<file path="src/rtl/key_filter.sv">
`timescale 1ns / 1ps
// Debouncer for a mechanical key: synchronises the raw input, filters each
// transition for CNT_MAX+1 stable clocks and reports confirmed edges.
module key_filter #(
  parameter int unsigned CNT_MAX = 999_999
) (
  input  logic Clk,
  input  logic Rst_n,
  input  logic key_in,
  output logic key_flag,
  output logic key_state
);

  typedef enum logic [1:0] {
    IDLE,
    FILT_DN,
    DOWN,
    FILT_UP
  } state_e;

  localparam logic [19:0] CNT_LAST = 20'(CNT_MAX);

  logic        s1_q, s2_q, s2_dly_q;
  logic        nedge, pedge;
  state_e      state_q;
  logic [19:0] cnt_q;
  logic        key_flag_q, key_state_q;

  // NOTE: sequential state uses non-blocking assignments so every flop samples
  // the pre-edge value of its neighbours, which is what makes the chain a
  // synchroniser rather than a single wire.
  always_ff @(posedge Clk or negedge Rst_n) begin
    if (!Rst_n) begin
      s1_q     <= 1'b1;
      s2_q     <= 1'b1;
      s2_dly_q <= 1'b1;
    end else begin
      s1_q     <= key_in;
      s2_q     <= s1_q;
      s2_dly_q <= s2_q;
    end
  end

  assign nedge = s2_dly_q & ~s2_q;
  assign pedge = ~s2_dly_q & s2_q;

  // An opposite edge is tested before the terminal count, so a bounce that
  // lands on the last filter cycle still aborts the event.
  always_ff @(posedge Clk or negedge Rst_n) begin
    if (!Rst_n) begin
      state_q     <= IDLE;
      cnt_q       <= '0;
      key_flag_q  <= 1'b0;
      key_state_q <= 1'b1;
    end else begin
      key_flag_q <= 1'b0;
      case (state_q)
        IDLE: begin
          cnt_q <= '0;
          if (nedge) state_q <= FILT_DN;
        end
        FILT_DN: begin
          if (pedge) begin
            state_q <= IDLE;
            cnt_q   <= '0;
          end else if (cnt_q == CNT_LAST) begin
            state_q     <= DOWN;
            cnt_q       <= '0;
            key_flag_q  <= 1'b1;
            key_state_q <= 1'b0;
          end else begin
            cnt_q <= cnt_q + 20'd1;
          end
        end
        DOWN: begin
          cnt_q <= '0;
          if (pedge) state_q <= FILT_UP;
        end
        FILT_UP: begin
          if (nedge) begin
            state_q <= DOWN;
            cnt_q   <= '0;
          end else if (cnt_q == CNT_LAST) begin
            state_q     <= IDLE;
            cnt_q       <= '0;
            key_flag_q  <= 1'b1;
            key_state_q <= 1'b1;
          end else begin
            cnt_q <= cnt_q + 20'd1;
          end
        end
        default: begin
          state_q <= IDLE;
          cnt_q   <= '0;
        end
      endcase
    end
  end

  assign key_flag  = key_flag_q;
  assign key_state = key_state_q;

endmodule

</file>
<file path="config.mk">
export PLATFORM = sky130hd
export DESIGN_NAME = key_filter
export DESIGN_NICKNAME = d
export VERILOG_FILES = /design/src/rtl/key_filter.sv
export SDC_FILE = /design/constraint.sdc
export NUM_CORES = 1
export LEC_CHECK = 0
export CAP_MARGIN = 5
export CORE_UTILIZATION = 55
export CTS_CLUSTER_DIAMETER = 150
export DETAILED_ROUTE_END_ITERATION = 12
export PLACE_DENSITY = 0.75
export SLEW_MARGIN = 25
export SYNTH_ARGS = -nofsm -noshare
export SYNTH_HDL_FRONTEND = slang
export SYNTH_SLANG_ARGS = --single-unit
</file>
<file path="constraint.sdc">
create_clock -name Clk -period 4.5 [get_ports Clk]
set_input_delay 0.9 -clock Clk [delete_from_list [all_inputs] [get_ports Clk]]
set_output_delay 0.9 -clock Clk [all_outputs]
set_load 0.02 [all_outputs]
</file>
==> reports/metrics.yaml, run 1 <==
clocking:
  cts_tree: "yes"
  cts.sinks: 27
  cts_buffers: 3
  clock_latency_ns: 0.32
  cts.clk_slew.worst_paths_ns: 0.14
  ctsResizeCount: 0
  post_cts_buffers: 0
  hold_buffers: 0
  h-tree-depth: 1
  clockRootBuffer: "clkbuf_4"
  cts_buffer_depth: 2
logic_synthesis:
  syn_avg_cell_area_um2: 9.804
  yosysTopAreaCell: "dfrtp_1"
  yosys_warnings: 0
  synth_most_common_cell: "dfrtp_1"
  synthesis.instances: 134
  ys_top_cells_by_area: "dfrtp_1, dfstp_2, xnor2_1"
  yosys-top-cells-count: "dfrtp_1, nor2_1, nand2_1"
  synth_edf_count: 0
  ys_async_sr_fraction: 1.000
  ys_ff_latch: 27
  yosysSeqAreaShare: 0.5181
  synth_flop_cell: "dfrtp_1"
  synthDistinctLibCells: 33
  syn_nets: 138
  yosysTopAreaCellShare: 0.4381
  synth_area_mm2: 0.001314
setup_path:
  path_depth: 1
  reg2reg_from: "cnt_q[0]"
  cpPeakStageDelay_ns: 0.60
  crit_fanout: 3
  cp_num_buf_inv: 1
  crit_required_ns: 3.60
  end_kind: "output pin"
  r2r_cells: 5
  cp-endpoint: "key_state"
  r2r_slack_ns: 2.37
  critical_path.top_delay_family: "buffers and inverters"
  slowest_stage: "clkdlybuf4s50_1"
  worstPathArrival_ns: 1.48
  startpoint_type: "register"
  crit_path_cell_trace: "clkdlybuf4s50_1"
  startpoint: "key_state"
  path_class: "register to output pin"
  rr_endpoint: "key_state"
layout:
  postLayoutCellArea_mm2: 0.001416
  nets: 146
  final_cells: 169
  areaGrowthSynthToFinish_pct: 7.810
  n_fill_cell: 197
  drive_gt1_frac: 0.1135
  antenna_cells: 0
power:
  p_leak_nw: 0.5241
  power_density_mw_per_mm2: 264.1
  ir_worst_vdd_uv: 177.2
worst_hold_path:
  worstHoldPathCells: 0
  min_path_type: "register to register"
timing:
  tns_ns: 0
  fin_ws_ns: 2.123
  maxSlewHeadroom: 0.6614
  hold_viol_final: 0
  worst_pin_slew_ns: 0.5009
  maxSlewViolCount: 0
  rsz0062_at_grt: "no"
  clock.fmax_mhz: 420.6
  finalCritPeriodShare: 0.5283
  setup_viol: 0
  min_period_ns: 2.377
  whs_ns: 0.3650
  clock_skew_ns: 0.001474
floorplanning:
  fp-row-count: 17
  die_w_um: 50.88
  start_util: 0.5882
  dieArea_mm2: 0.002588
  io_pins: 5
  die_h_um: 50.88
  design.core.area_mm2: 0.002233
routing:
  finalWirelength_um: 2302
  first_pass_iters: 4
  vias: 993
  drt_iter0_drc: 20
  drtAntennaViolNets: 0
  remaining_drc_errors: 0
  post_drt_via_cell_ratio: 5.876
  routedWlPerCell_um: 13.62
status:
  outcome: "finished clean"
placement:
  dp.cells: 165
  place.gp.congestion: 0.7883
  io_buffer_count: 4
  hpwl_um: 1645
  dpl_cell_area_mm2: 0.001389
  pre_cts_slack_ns: 2.373
grt:
  grt_pass1_vias: 942
  antenna_found_initial: 0
  grt_pass1_wl_um: 4002
  gr-total-overflow: 0
  grtUsageTotal: 0.2128
  grt_max_degree: 28
flow_run:
  max_cap_violations: 0
[per-layer routing]
metal  part of all wire  routed length (um)  vias to the layer above  track usage
li1                   -                   -                      484            -
met1               0.46                1060                      495       0.2604
met2               0.51                1163                        9       0.3711
met3              0.021                  49                        5      0.03571
met4              0.013                  29                        0      0.08796
met5                  0                   0                        -            0
[kinds of logic after synthesis]
logic type,share of synthesized area
compound gates,0.08952
xor+xnor,0.08667
fa+ha+maj,0.009522
buf+inv,0.02571
flops,0.5181
simple gates,0.2705
[worst min path at each step]
stage	from	end
finish	s1_q	s2_q
global route	s1_q	s2_q
CTS	s1_q	s2_q
detailed placement	s1_q	s2_q
global placement	s1_q	s2_q
floorplan	s1_q	s2_q
[state kept, by name (all words and copies together), names as in the netlist]
name       count
s2_dly_q       1
s1_q           1
key_flag       1
cnt_q         20
key_state      1
state_q        2
s2_q           1
[where the power goes]
| part | switching, mW | leakage, nW | internal, mW |
|---|---|---|---|
| clock network | 0.0679 | 0.0177 | 0.0333 |
| logic | 0.0130 | 0.146 | 0.00725 |
| registers | 0.00461 | 0.360 | 0.248 |
[cells in the final DEF, fill, tap and decap left out]
master,netlist,routed
o31ai_1,3,3
nand2b_1,2,2
nand4_1,2,2
or3_1,4,4
or2_2,1,1
inv_1,5,5
xnor2_1,11,11
and4_1,1,1
nor3_1,5,5
dfstp_2,4,4
nand2_1,12,12
nand3_2,1,1
a21boi_0,1,1
clkbuf_4,0,3
or3_4,1,1
buf_4,0,2
a2111o_1,1,1
o2111ai_1,1,1
or4_4,1,1
nor4_1,4,4
ha_1,1,1
a21bo_2,1,1
or2_4,1,1
nand4b_1,1,1
xor2_1,2,2
clkdlybuf4s50_1,0,4
or4_1,2,2
and2_1,1,1
o21ai_0,5,5
clkinv_2,0,1
nand3_1,7,7
dfrtp_1,23,23
a21oi_1,5,5
a211oi_1,1,1
nor2_1,19,19
nor4b_1,2,2
[final cells by class]
type	instances	area, um^2	area share
multi-input combinational	99	599.3	0.4231
tap	28	35.03	0.02473
inverter	5	18.77	0.01325
clock inverter	1	5.005	0.003534
clock buffer	3	22.52	0.01590
sequential	27	680.7	0.4806
timing repair buffer	6	55.05	0.03887
[stage by stage]
stage / utilization / power [mW]
after global placement: 0.6218 / 0.2766
after floorplan: - / 0.2668
after detailed placement: 0.6218 / 0.2777
final: 0.6342 / 0.3741
after CTS: 0.6342 / 0.3824
after global routing: 0.6342 / 0.3915
No activity file was read; power rests on OpenSTA's default activity.
==> run 2: changes to the inputs <==
- CORE_UTILIZATION: 55 -> 53
- PLACE_DENSITY: 0.75 -> 0.76
- clock period: 4.5 -> 1.95 ns (I/O delays scaled with it)
==> reports/metrics.yaml, run 2 (synthesis gave the netlist of run 1 again) <==
routing:
  drt_iter0_drc: 16  # -20%
  post_drt_via_cell_ratio: 5.782  # -1.6%
  drtAntennaViolNets: 0  # unchanged
  remaining_drc_errors: 0  # unchanged
  first_pass_iters: 4  # unchanged
  vias: 1035  # +4.2%
  routedWlPerCell_um: 13.40  # -1.6%
  finalWirelength_um: 2399  # +4.2%
grt:
  grtUsageTotal: 0.2109  # -0.001843
  antenna_found_initial: 0  # unchanged
  grt_max_degree: 28  # unchanged
  grt_pass1_vias: 1004  # +6.6%
  gr-total-overflow: 0  # unchanged
  grt_pass1_wl_um: 4153  # +3.8%
power:
  p_int_mw: 0.6779  # +130%
  power_mw: 0.8769  # +130%
  pwr-share-seq: 0.663  # -0.012
  p_sw_mw: 0.1991  # +130%
  sw_frac_of_total: 0.2270  # -0.001858
  ir_worst_vdd_uv: 396.6  # +120%
  clkPwrFrac: 0.267  # -0.004
  p_comb_frac: 0.069  # +0.015
  power_density_mw_per_mm2: 582.6  # +120%
  p_leak_nw: 0.5677  # +8.3%
timing:
  clock.fmax_mhz: 527.9
  clock_skew_ns: 0.001530  # +0.00005556 ns
  min_period_ns: 1.894
  maxSlewHeadroom: 0.7039  # +0.04252
  hold_viol_final: 0  # unchanged
  tns_ns: 0  # unchanged
  finalCritPeriodShare: 0.9714
  maxSlewViolCount: 0  # unchanged
  setup_viol: 0  # unchanged
  worst_pin_slew_ns: 0.4380  # -0.06289 ns
placement:
  hpwl_um: 1782  # +8.4%
  io_buffer_count: 4  # unchanged
  place.gp.congestion: 0.8133  # +3.2%
setup_path:
  cpPeakStageDelay_ns: 0.55  # -0.05 ns
  r2r_cells: 5  # unchanged
  crit_fanout: 5  # +2
  end_kind: "register"
  critical_path.top_delay_family: "simple AND/OR/NAND/NOR gates"
  slowest_stage: "or4_4"
  rr_endpoint: "key_state"
  crit_required_ns: 2.21  # -1.39 ns
  reg2reg_from: "cnt_q[0]"
  crit_path_cell_trace: "ha_4, nand2_2, or4_4, or2_4, a2111o_1"
  startpoint_type: "register"
  worstPathArrival_ns: 2.15  # +0.67 ns
  r2r_slack_ns: 0.06  # -2.31 ns
  path_class: "register to register"
  cp_num_buf_inv: 0  # -1
clocking:
  cts_buffer_depth: 2  # unchanged
  cts_tree: "yes"
  h-tree-depth: 1  # unchanged
  cts.clk_slew.worst_paths_ns: 0.14  # about the same
  cts_buffers: 3  # unchanged
  clockRootBuffer: "clkbuf_4"
  clock_latency_ns: 0.31  # about the same
  hold_buffers: 0  # unchanged
  cts.sinks: 27  # unchanged
floorplanning:
  start_util: 0.5772  # -0.01100
  die_w_um: 51.79  # +1.8%
  die_h_um: 51.79  # +1.8%
  design.core.area_mm2: 0.002276  # +1.9%
  io_pins: 5  # unchanged
  dieArea_mm2: 0.002682  # +3.6%
  fp-row-count: 17  # unchanged
layout:
  largest_reg_flops: 20  # unchanged
  n_fill_cell: 182  # -7.6%
  final_common_cell: "dfrtp_1"
  areaGrowthSynthToFinish_pct: 14.57
  top_register: "cnt_q"
  final_cell_mix: "dfrtp_1, nor2_1, buf_4, nand2_1, xnor2_1"
  antenna_cells: 0  # unchanged
  top_regs: "cnt_q (20), state_q (2)"
  nets: 156  # +6.8%
  drive_gt1_frac: 0.1788  # +0.06533
status:
  outcome: "finished clean"
flow_run:
  max_cap_violations: 0  # unchanged
worst_hold_path:
  min_to: "s2_q"
  min-delay-start: "s1_q"
  worstHoldPathCells: 0  # unchanged
  min_path_type: "register to register"
## run 2: layout make-up
class	instances	area (um^2)	area share
Sequential cell	27	680.7	0.4522
Inverter	5	18.77	0.01247
Clock buffer	4	26.28	0.01746
Multi-Input combinational cell	99	614.3	0.4081
Tap cell	28	35.03	0.02328
Timing Repair Buffer	16	130.1	0.08645
## run 2: metal layers
| metal | share of wire | wire length, um | GRT usage | up-vias |
|---|---|---|---|---|
| met3 | 0.014 | 33 | 0.03509 | 4 |
| met1 | 0.44 | 1048 | 0.2419 | 518 |
| li1 | - | - | - | 505 |
| met2 | 0.54 | 1286 | 0.3939 | 8 |
| met4 | 0.013 | 30 | 0.06757 | 0 |
| met5 | 0 | 0 | 0 | - |
## run 2: worst reg2reg max path: stages, from the launching register on
cell and delay, ns:
dfrtp_1 0.42, ha_4 0.17, nand2_2 0.08, or4_4 0.55, or2_4 0.26, a2111o_1 0.37
## run 2: worst max path at each step
stage | from | end | slack, ns | depth (start not counted)
after floorplan | cnt_q[0] | key_state | 0.09 | 5
after global placement | cnt_q[1] | key_state | 0.09 | 5
after detailed placement | cnt_q[1] | key_state | 0.04 | 5
after CTS | cnt_q[1] | key_state | 0.02 | 5
after global routing | cnt_q[0] | cnt_q[2] | -0.0007 | 6
final | cnt_q[0] | key_state | 0.06 | 5
## run 2: through the flow
| step | cell area [um^2] | hold WS [ns] | setup slack (ns) | util | cells |
|---|---|---|---|---|---|
| 3_3_place_gp | 1454 | 0.3470 | 0.08670 | 0.6388 | 173 |
| 6_report | 1505 | 0.3669 | 0.05578 | 0.6614 | 179 |
| 5_1_grt | 1505 | 0.3700 | -0.0006661 | 0.6614 | 179 |
| 4_1_cts | 1480 | 0.3685 | 0.01729 | 0.6504 | 177 |
| 2_1_floorplan | 1319 | 0.09441 | 0.08820 | - | 134 |
| 3_5_place_dp | 1454 | 0.3490 | 0.03902 | 0.6388 | 173 |
## run 2: power by group through the flow
stage / registers [mW] / clock network (mW) / logic [mW]
2_1_floorplan: 0.590 / 0 / 0.0257
5_1_grt: 0.583 / 0.267 / 0.0721
3_3_place_gp: 0.590 / 0 / 0.0527
3_5_place_dp: 0.591 / 0 / 0.0552
6_report: 0.582 / 0.234 / 0.0606
4_1_cts: 0.581 / 0.245 / 0.0550
## run 2: repair_timing
action | in CTS | in global routing
gates resized for setup | 0 | 1
hold endpoints to repair | 0 | 0
endpoints found under the setup margin | 0 | 1
buffers inserted | 0 | 2
